--- src/rtl/mem_port_arbiter_pkg.sv ---
// Shared types for the core's memory-side blocks; holds the arbiter FSM state encoding.
package rv32i_types;

  typedef enum logic [1:0] {
    IDLE    = 2'd0,
    SERVE_I = 2'd1,
    SERVE_D = 2'd2
  } arb_state_t;

endpackage

--- src/rtl/mem_port_arbiter.sv ---
// Shares one memory port between fetch (read-only) and the LSQ with alternating priority.
// Downstream request is registered (issue at t+1); responses return combinationally from mem_resp.
module mem_port_arbiter
  import rv32i_types::*;
#(
  parameter int width = 32
) (
  input  logic                 clk,
  input  logic                 rst,
  input  logic                 flush,
  input  logic                 i_mem_read,
  input  logic [width-1:0]     i_mem_address,
  output logic                 i_mem_resp,
  output logic [width-1:0]     i_mem_rdata,
  input  logic                 lsq_mem_read,
  input  logic                 lsq_mem_write,
  input  logic [width-1:0]     lsq_mem_address,
  input  logic [width-1:0]     lsq_mem_wdata,
  input  logic [width/8-1:0]   lsq_mem_byte_enable,
  output logic                 lsq_mem_resp,
  output logic [width-1:0]     lsq_mem_rdata,
  output logic                 mem_read,
  output logic                 mem_write,
  output logic [width-1:0]     mem_address,
  output logic [width-1:0]     mem_wdata,
  output logic [width/8-1:0]   mem_byte_enable,
  input  logic                 mem_resp,
  input  logic [width-1:0]     mem_rdata
);

  arb_state_t state;
  logic       last_d;
  logic       drop_i;
  logic       i_req;
  logic       d_req;
  logic       grant_i;
  logic       grant_d;

  assign i_req = i_mem_read;
  assign d_req = lsq_mem_read | lsq_mem_write;

  // In a SERVE state only the other side may be granted on the resp cycle,
  // so the just-served requester (still high) is never regranted.
  always_comb begin
    grant_i = 1'b0;
    grant_d = 1'b0;
    unique case (state)
      IDLE: begin
        if (i_req && (!d_req || last_d)) grant_i = 1'b1;
        else if (d_req)                  grant_d = 1'b1;
      end
      SERVE_I: if (mem_resp && d_req) grant_d = 1'b1;
      SERVE_D: if (mem_resp && i_req) grant_i = 1'b1;
      default: ;
    endcase
  end

  assign i_mem_resp    = !rst && (state == SERVE_I) && mem_resp && !drop_i && !flush;
  assign lsq_mem_resp  = !rst && (state == SERVE_D) && mem_resp;
  assign i_mem_rdata   = mem_rdata;
  assign lsq_mem_rdata = mem_rdata;

  always_ff @(posedge clk) begin
    if (rst) begin
      state           <= IDLE;
      last_d          <= 1'b0;
      drop_i          <= 1'b0;
      mem_read        <= 1'b0;
      mem_write       <= 1'b0;
      mem_address     <= '0;
      mem_wdata       <= '0;
      mem_byte_enable <= '0;
    end else if (grant_i) begin
      state           <= SERVE_I;
      last_d          <= 1'b0;
      drop_i          <= flush;
      mem_read        <= 1'b1;
      mem_write       <= 1'b0;
      mem_address     <= i_mem_address;
      mem_wdata       <= '0;
      mem_byte_enable <= '1;
    end else if (grant_d) begin
      state           <= SERVE_D;
      last_d          <= 1'b1;
      drop_i          <= 1'b0;
      mem_read        <= lsq_mem_read;
      mem_write       <= lsq_mem_write;
      mem_address     <= lsq_mem_address;
      mem_wdata       <= lsq_mem_wdata;
      mem_byte_enable <= lsq_mem_byte_enable;
    end else if (state != IDLE && mem_resp) begin
      state     <= IDLE;
      drop_i    <= 1'b0;
      mem_read  <= 1'b0;
      mem_write <= 1'b0;
    end else if (state == SERVE_I && flush) begin
      drop_i <= 1'b1;
    end
  end

endmodule
--- config.mk ---
export PLATFORM = sky130hd
export DESIGN_NAME = mem_port_arbiter
export DESIGN_NICKNAME = d
export VERILOG_FILES = /design/src/rtl/mem_port_arbiter_pkg.sv /design/src/rtl/mem_port_arbiter.sv
export SDC_FILE = /design/constraint.sdc
export NUM_CORES = 1
export LEC_CHECK = 0
export ABC_AREA = 1
export CORE_ASPECT_RATIO = 0.8
export CORE_MARGIN = 2
export CORE_UTILIZATION = 25
export DETAILED_ROUTE_END_ITERATION = 8
export PLACE_DENSITY_LB_ADDON = 0.08
export SYNTH_ARGS = -nofsm -noshare
export SYNTH_HDL_FRONTEND = slang
export SYNTH_SLANG_ARGS = --single-unit
--- constraint.sdc ---
create_clock -name clk -period 2.03 [get_ports clk]
set_clock_uncertainty 0.05 [all_clocks]
set_input_delay 0.203 -clock clk [delete_from_list [all_inputs] [get_ports clk]]
set_output_delay 0.203 -clock clk [all_outputs]
set_load 0.01 [all_outputs]
==> metrics.cfg, run 1 <==
[floorplanning]
die_y_microns=113
io_pins=275
die_x_microns=140
die_area_sq_um=15700
core_area_sq_um=14300
initial_core_util=0.256
rows=39

[synthesis]
synth_area_per_cell_sq_um=7.06
syn_inst=521
synth_cell_types=22
netlist_area_sq_um=3680
synth-seq-cells=74
synthTopCellsByArea=dfxtp_1 (40%), nand2_1 (22%), buf_4 (14%), a21oi_1 (9.8%), nand3_1 (5.0%)
async_flop_share=0
ys_seq_area_frac=0.403
synth_enable_flop_cells=0
synth_top_area_frac=0.403
yosysTopAreaCell=dfxtp_1
yosysMostFrequentCell=nand2_1
yosysWarnings=0
synthFlopType=dfxtp_1
syn_nets=660
yosys-top-cells-count=nand2_1 (215), dfxtp_1 (74), a21oi_1 (72), buf_4 (70), nand3_1 (37)

[timing]
relSlewSlack=0.742
fin_crit_sh=0.950
finalSetupViolations=0
max_freq_mhz=518
hold_violations=0
fin_crit_ns=1.93
grt_setup_unrepaired=false
worstMarginPinSlew_ns=0.388
fin_tns_setup_ns=0
maxSlewViolCount=0

[setup_path]
end_kind=primary output
crit_buf_inv=2
reg2reg_depth=9
worstSetupPathDepth=4
path_cells=clkdlybuf4s50_1 > nand2_1 > nor3_1 > clkdlybuf4s50_1
worstSetupStartpointType=input port
worstSetupPathType=in2out
cpPeakStageDelay_ns=0.63
required_ns=1.78
crit_family=buffers and inverters
crit_arrival_ns=1.68
crit_fanout=5
path_common_cell=clkdlybuf4s50_1
critPathSlowestCell=clkdlybuf4s50_1

[global_route]
antenna_found_initial=0
grt_pass1_wl_microns=17800
gr-total-overflow=0
grt_max_degree=36
grt_pass1_vias=3449
grt_use_total=0.141

[routing]
ant_nets=0
vias=3509
drt_wl_total_microns=10900
firstDrtPassIters=4
wl_per_cell_microns=13.4
drc_errors=0
vias_per_cell=4.29
drt_iter0_drc=87

[placement]
port_buffers=178
dp_hpwl_microns=7790
gp_congestion=0.728
placed_cell_area_sq_um=5130

[cts]
clock-sinks=74
numCtsBuffers=9
root_buffer=clkbuf_16
cts.path.max_buffers=2
cts_tree=done
ctsHoldBuffers=0
clk_pin_slew_ns=0.06
cts_setup_buffers=0
clock_latency_ns=0.33
cts_resized=1
htreeDepth=3

[outcome]
status=finished clean

[finish]
syn_to_final_growth_pct=48.5
nets=768
n_antenna_cell=0
drive_gt1_frac=0.0678
final_area_sq_um=5460

[worst_hold_path]
holdCritPathClass=in2reg
hold_path_depth=3

[power]
power_mw=5.90
worst_ir_drop_vdd_v=0.000440
cellPowerDensity_nw_per_um2=1080
power_leakage_nw=2.23

[run]
cap_viol_max_count=0

==> routing by layer <==
layer | vias to the layer above | GRT usage | wire length (microns)
li1 | 1803 | - | -
met1 | 1559 | 0.180 | 5030
met2 | 120 | 0.218 | 4770
met3 | 27 | 0.0542 | 941
met4 | 0 | 0.0487 | 198
met5 | - | 0 | 0
==> through the flow <==
stage,worst slack [ns],hold WS [ns],util,instances
2_1_floorplan,0.611,0.299,-,521
3_3_place_gp,0.0740,0.356,0.358,802
3_5_place_dp,0.0203,0.356,0.358,802
4_1_cts,0.0783,0.304,0.380,818
5_1_grt,0.0289,0.320,0.381,818
6_report,0.101,0.312,0.381,818
==> power by group <==
group	internal [mW]	switching, mW	leakage [nW]
combinational	1.06	1.17	1.47
sequential	1.76	0.162	0.609
clock	1.12	0.637	0.157
total	3.93	1.97	2.23
==> worst register-to-register path, delay by kind of cell (launching register included) <==
kind	cells	cell delay, ns
AO/OA/AOI/OAI	1	0.12
buffers and inverters	3	0.29
flip-flops	1	0.42
AND/OR/NAND/NOR	5	0.75
==> area by class of cell <==
cell class / instances / area [sq um]
clock buffer: 11 / 243
fill: 1520 / 8880
tap: 184 / 230
inverter: 12 / 45.0
timing repair buffer: 191 / 1890
multi-input combinational: 341 / 1490
sequential: 74 / 1480
clock inverter: 5 / 85.1
==> cells by family after synthesis <==
group                  count (synthesis)  share of synthesized area
buffers and inverters                106                      0.193
flip-flops                            74                      0.403
AND/OR/NAND/NOR                      267                      0.303
AO/OA/AOI/OAI                         74                      0.101
==> state kept, by name (all words and copies together), names as in the netlist <==
| register | cells |
|---|---|
| mem_wdata | 32 |
| mem_address | 32 |
| last_d | 1 |
| state | 2 |
| drop_i | 1 |
| mem_byte_enable | 4 |
| mem_read | 1 |
| mem_write | 1 |
==> layout by cell type (no fill, tap or decap) <==
master / n
a21o_1: 1
a21oi_1: 72
buf_12: 1
buf_2: 1
buf_4: 12
bufinv_16: 2
clkbuf_1: 1
clkbuf_16: 9
clkbuf_8: 1
clkdlybuf4s50_1: 176
clkinvlp_4: 1
dfxtp_1: 74
dlygate4sd2_1: 1
inv_1: 9
inv_2: 3
inv_6: 2
nand2_1: 215
nand2_2: 2
nand2_4: 2
nand3_1: 37
nand3_2: 2
nand4_4: 1
nor2_1: 3
nor2_2: 2
nor2_4: 1
nor3_1: 1
nor4_2: 1
o21ai_0: 1
==> worst paths after layout <==
| kind | slack, ns | endpoint | start |
|---|---|---|---|
| setup / recovery | 0.10 | lsq_mem_resp | mem_resp |
| hold / removal | 0.31 | mem_address[16] | rst |
| setup reg to reg | 0.32 | mem_address[31] | state[0] |
| hold reg to reg | 0.41 | mem_read | mem_read |
Note: power is estimated with default switching activity, not from simulation.
==> run 2, diff against run 1 <==
Settings changed: CAP_MARGIN from default to 20, CORE_MARGIN 2 to 1.
==> metrics.cfg, run 2 (same netlist as run 1, synthesis figures left out) <==
[cts]
numCtsBuffers=9  ; unchanged
clock-sinks=74  ; unchanged
root_buffer=clkbuf_16  ; unchanged
cts.path.max_buffers=2  ; unchanged
cts_setup_buffers=0  ; unchanged
clock_latency_ns=0.33  ; about the same
clk_pin_slew_ns=0.06  ; about the same
cts_tree=done  ; unchanged
htreeDepth=3  ; unchanged

[power]
intPower_mw=3.93  ; about the same
p_sw_mw=2.01  ; was 1.97 mW
clkPwrFrac=0.294  ; was 0.297
cellPowerDensity_nw_per_um2=1080  ; about the same
swShare=0.338  ; was 0.334
p_seq_frac=0.323  ; was 0.325
power_leakage_nw=2.25  ; was 2.23 nW
combPwrFrac=0.383  ; was 0.378
worst_ir_drop_vdd_v=0.000487  ; was 0.000440 V

[worst_hold_path]
min_to=i_mem_rdata[17]  ; was mem_address[16]
hold_path_depth=0  ; was 3
holdCritPathClass=in2out  ; was in2reg
min_from=mem_rdata[17]  ; was rst

[timing]
worstMarginPinSlew_ns=0.413  ; was 0.388 ns
max_freq_mhz=531  ; was 518 MHz
fin_crit_ns=1.88  ; was 1.93 ns
relSlewSlack=0.725  ; was 0.742
maxSlewViolCount=0  ; unchanged
hold_violations=0  ; unchanged
finalSetupViolations=0  ; unchanged
fin_crit_sh=0.928  ; was 0.950
grt_setup_unrepaired=false  ; unchanged
fin_tns_setup_ns=0  ; unchanged

[setup_path]
required_ns=1.78  ; about the same
critPathSlowestCell=clkdlybuf4s50_1  ; unchanged
timing.rr.start=state[0]  ; unchanged
worstSetupStartpointType=flop  ; was input port
path_cells=buf_4 > nor3_1 > clkdlybuf4s50_1  ; was clkdlybuf4s50_1 > nand2_1 > nor3_1 > clkdlybuf4s50_1
regToRegEndpoint=mem_address[3]  ; was mem_address[31]
end_kind=primary output  ; unchanged
worstSetupPathType=reg2out  ; was in2out
crit_arrival_ns=1.63  ; was 1.68 ns
reg2reg_depth=8  ; was 9
crit_fanout=4  ; was 5
cpPeakStageDelay_ns=0.61  ; was 0.63 ns
ff2ff_setup_slack_ns=0.29  ; was 0.32 ns

[routing]
drc_errors=0  ; unchanged
firstDrtPassIters=4  ; unchanged
ant_nets=0  ; unchanged
wl_per_cell_microns=13.4  ; about the same
vias_per_cell=4.27  ; was 4.29
drt_wl_total_microns=11000  ; was 10900 microns
vias=3488  ; was 3509
drt_iter0_drc=191  ; was 87

[floorplanning]
die_x_microns=138  ; was 140 microns
initial_core_util=0.256  ; unchanged
io_pins=275  ; unchanged
core_area_sq_um=14300  ; unchanged
die_y_microns=111  ; was 113 microns
die_area_sq_um=15200  ; was 15700 sq um
rows=39  ; unchanged

[global_route]
grt_pass1_wl_microns=17700  ; was 17800 microns
antenna_found_initial=0  ; unchanged
gr-total-overflow=0  ; unchanged
grt_pass1_vias=3395  ; was 3449
grt_max_degree=38  ; was 36
grt_use_total=0.149  ; was 0.141

[finish]
layout_common_cells=nand2_1 (215), clkdlybuf4s50_1 (176), dfxtp_1 (73)  ; was nand2_1 (215), clkdlybuf4s50_1 (176), dfxtp_1 (74)
syn_to_final_growth_pct=49.1  ; was 48.5%
utilization=0.382  ; was 0.381
n_antenna_cell=0  ; unchanged
reg.largest.list=mem_address: 32 flops, mem_wdata: 32 flops, mem_byte_enable: 4 flops  ; unchanged
drive_gt1_frac=0.0649  ; was 0.0678
final_common_cell=nand2_1  ; unchanged
nets=766  ; was 768

[outcome]
status=finished clean  ; unchanged

[placement]
port_buffers=178  ; unchanged
dp_hpwl_microns=7640  ; was 7790 microns
gp_congestion=0.740  ; was 0.728

[run]
cap_viol_max_count=0  ; unchanged

==> run 2: what timing repair did <==
| item | in CTS | in global routing |
|---|---|---|
| gates resized for setup | 1 | 2 |
| hold buffers | 0 | 0 |
| setup endpoints to repair | 1 | 1 |
| cloned | 0 | 0 |
==> run 2: worst max-delay path by stage <==
stage                     slack (ns)      from  cells after the start         endpoint
after floorplan                 0.61  state[0]                      9    mem_wdata[10]
after global placement          0.03  mem_resp                      7  mem_address[20]
after detailed placement       -0.02  mem_resp                      7   mem_address[3]
after CTS                       0.06  mem_resp                      4     lsq_mem_resp
after global routing            0.07  state[0]                      3     lsq_mem_resp
final                           0.15  state[0]                      3     lsq_mem_resp
==> run 2: layer usage <==
metal,up-vias,GRT usage,share of wire
met5,-,0,0
met4,0,0.0513,0.015
met3,24,0.0592,0.093
met2,131,0.222,0.43
met1,1530,0.192,0.46
li1,1803,-,-
==> run 2: power groups by stage <==
stage	registers, mW	clock network [mW]	logic [mW]
after floorplan	2.07	0	1.23
after global placement	1.94	0	2.30
after detailed placement	1.95	0	2.31
after CTS	1.92	1.82	2.32
after global routing	1.96	1.87	2.54
final	1.92	1.74	2.27
==> run 2: per-stage QoR <==
stage / setup slack (ns) / power [mW] / cell area, sq um / std cells / hold slack (ns)
2_1_floorplan: 0.611 / 3.30 / 3680 / 521 / 0.299
3_3_place_gp: 0.0277 / 4.24 / 5160 / 800 / 0.356
3_5_place_dp: -0.0211 / 4.26 / 5160 / 800 / 0.356
4_1_cts: 0.0561 / 6.06 / 5480 / 816 / 0.355
5_1_grt: 0.0667 / 6.37 / 5490 / 816 / 0.356
6_report: 0.146 / 5.93 / 5490 / 816 / 0.356
==> run 2: area by class of cell <==
type | count | area, sq um
tap | 184 | 230
inverter | 12 | 45.0
sequential | 74 | 1480
timing repair buffer | 189 | 1920
clock inverter | 7 | 98.8
fill | 1493 | 8860
clock buffer | 9 | 225
multi-input combinational | 341 | 1490
==> run 2: critical path, delay by kind of cell (launching register included) <==
| family | cells | cell delay [ns] |
|---|---|---|
| DFF | 1 | 0.32 |
| buffers and inverters | 2 | 0.76 |
| and+or+nand+nor | 1 | 0.22 |
==> run 3, diff against run 2 <==
Settings changed: SLEW_MARGIN from default to 10.
==> results of run 3 <==
No change in the layout: final DEF, timing and power equal those of run 2.
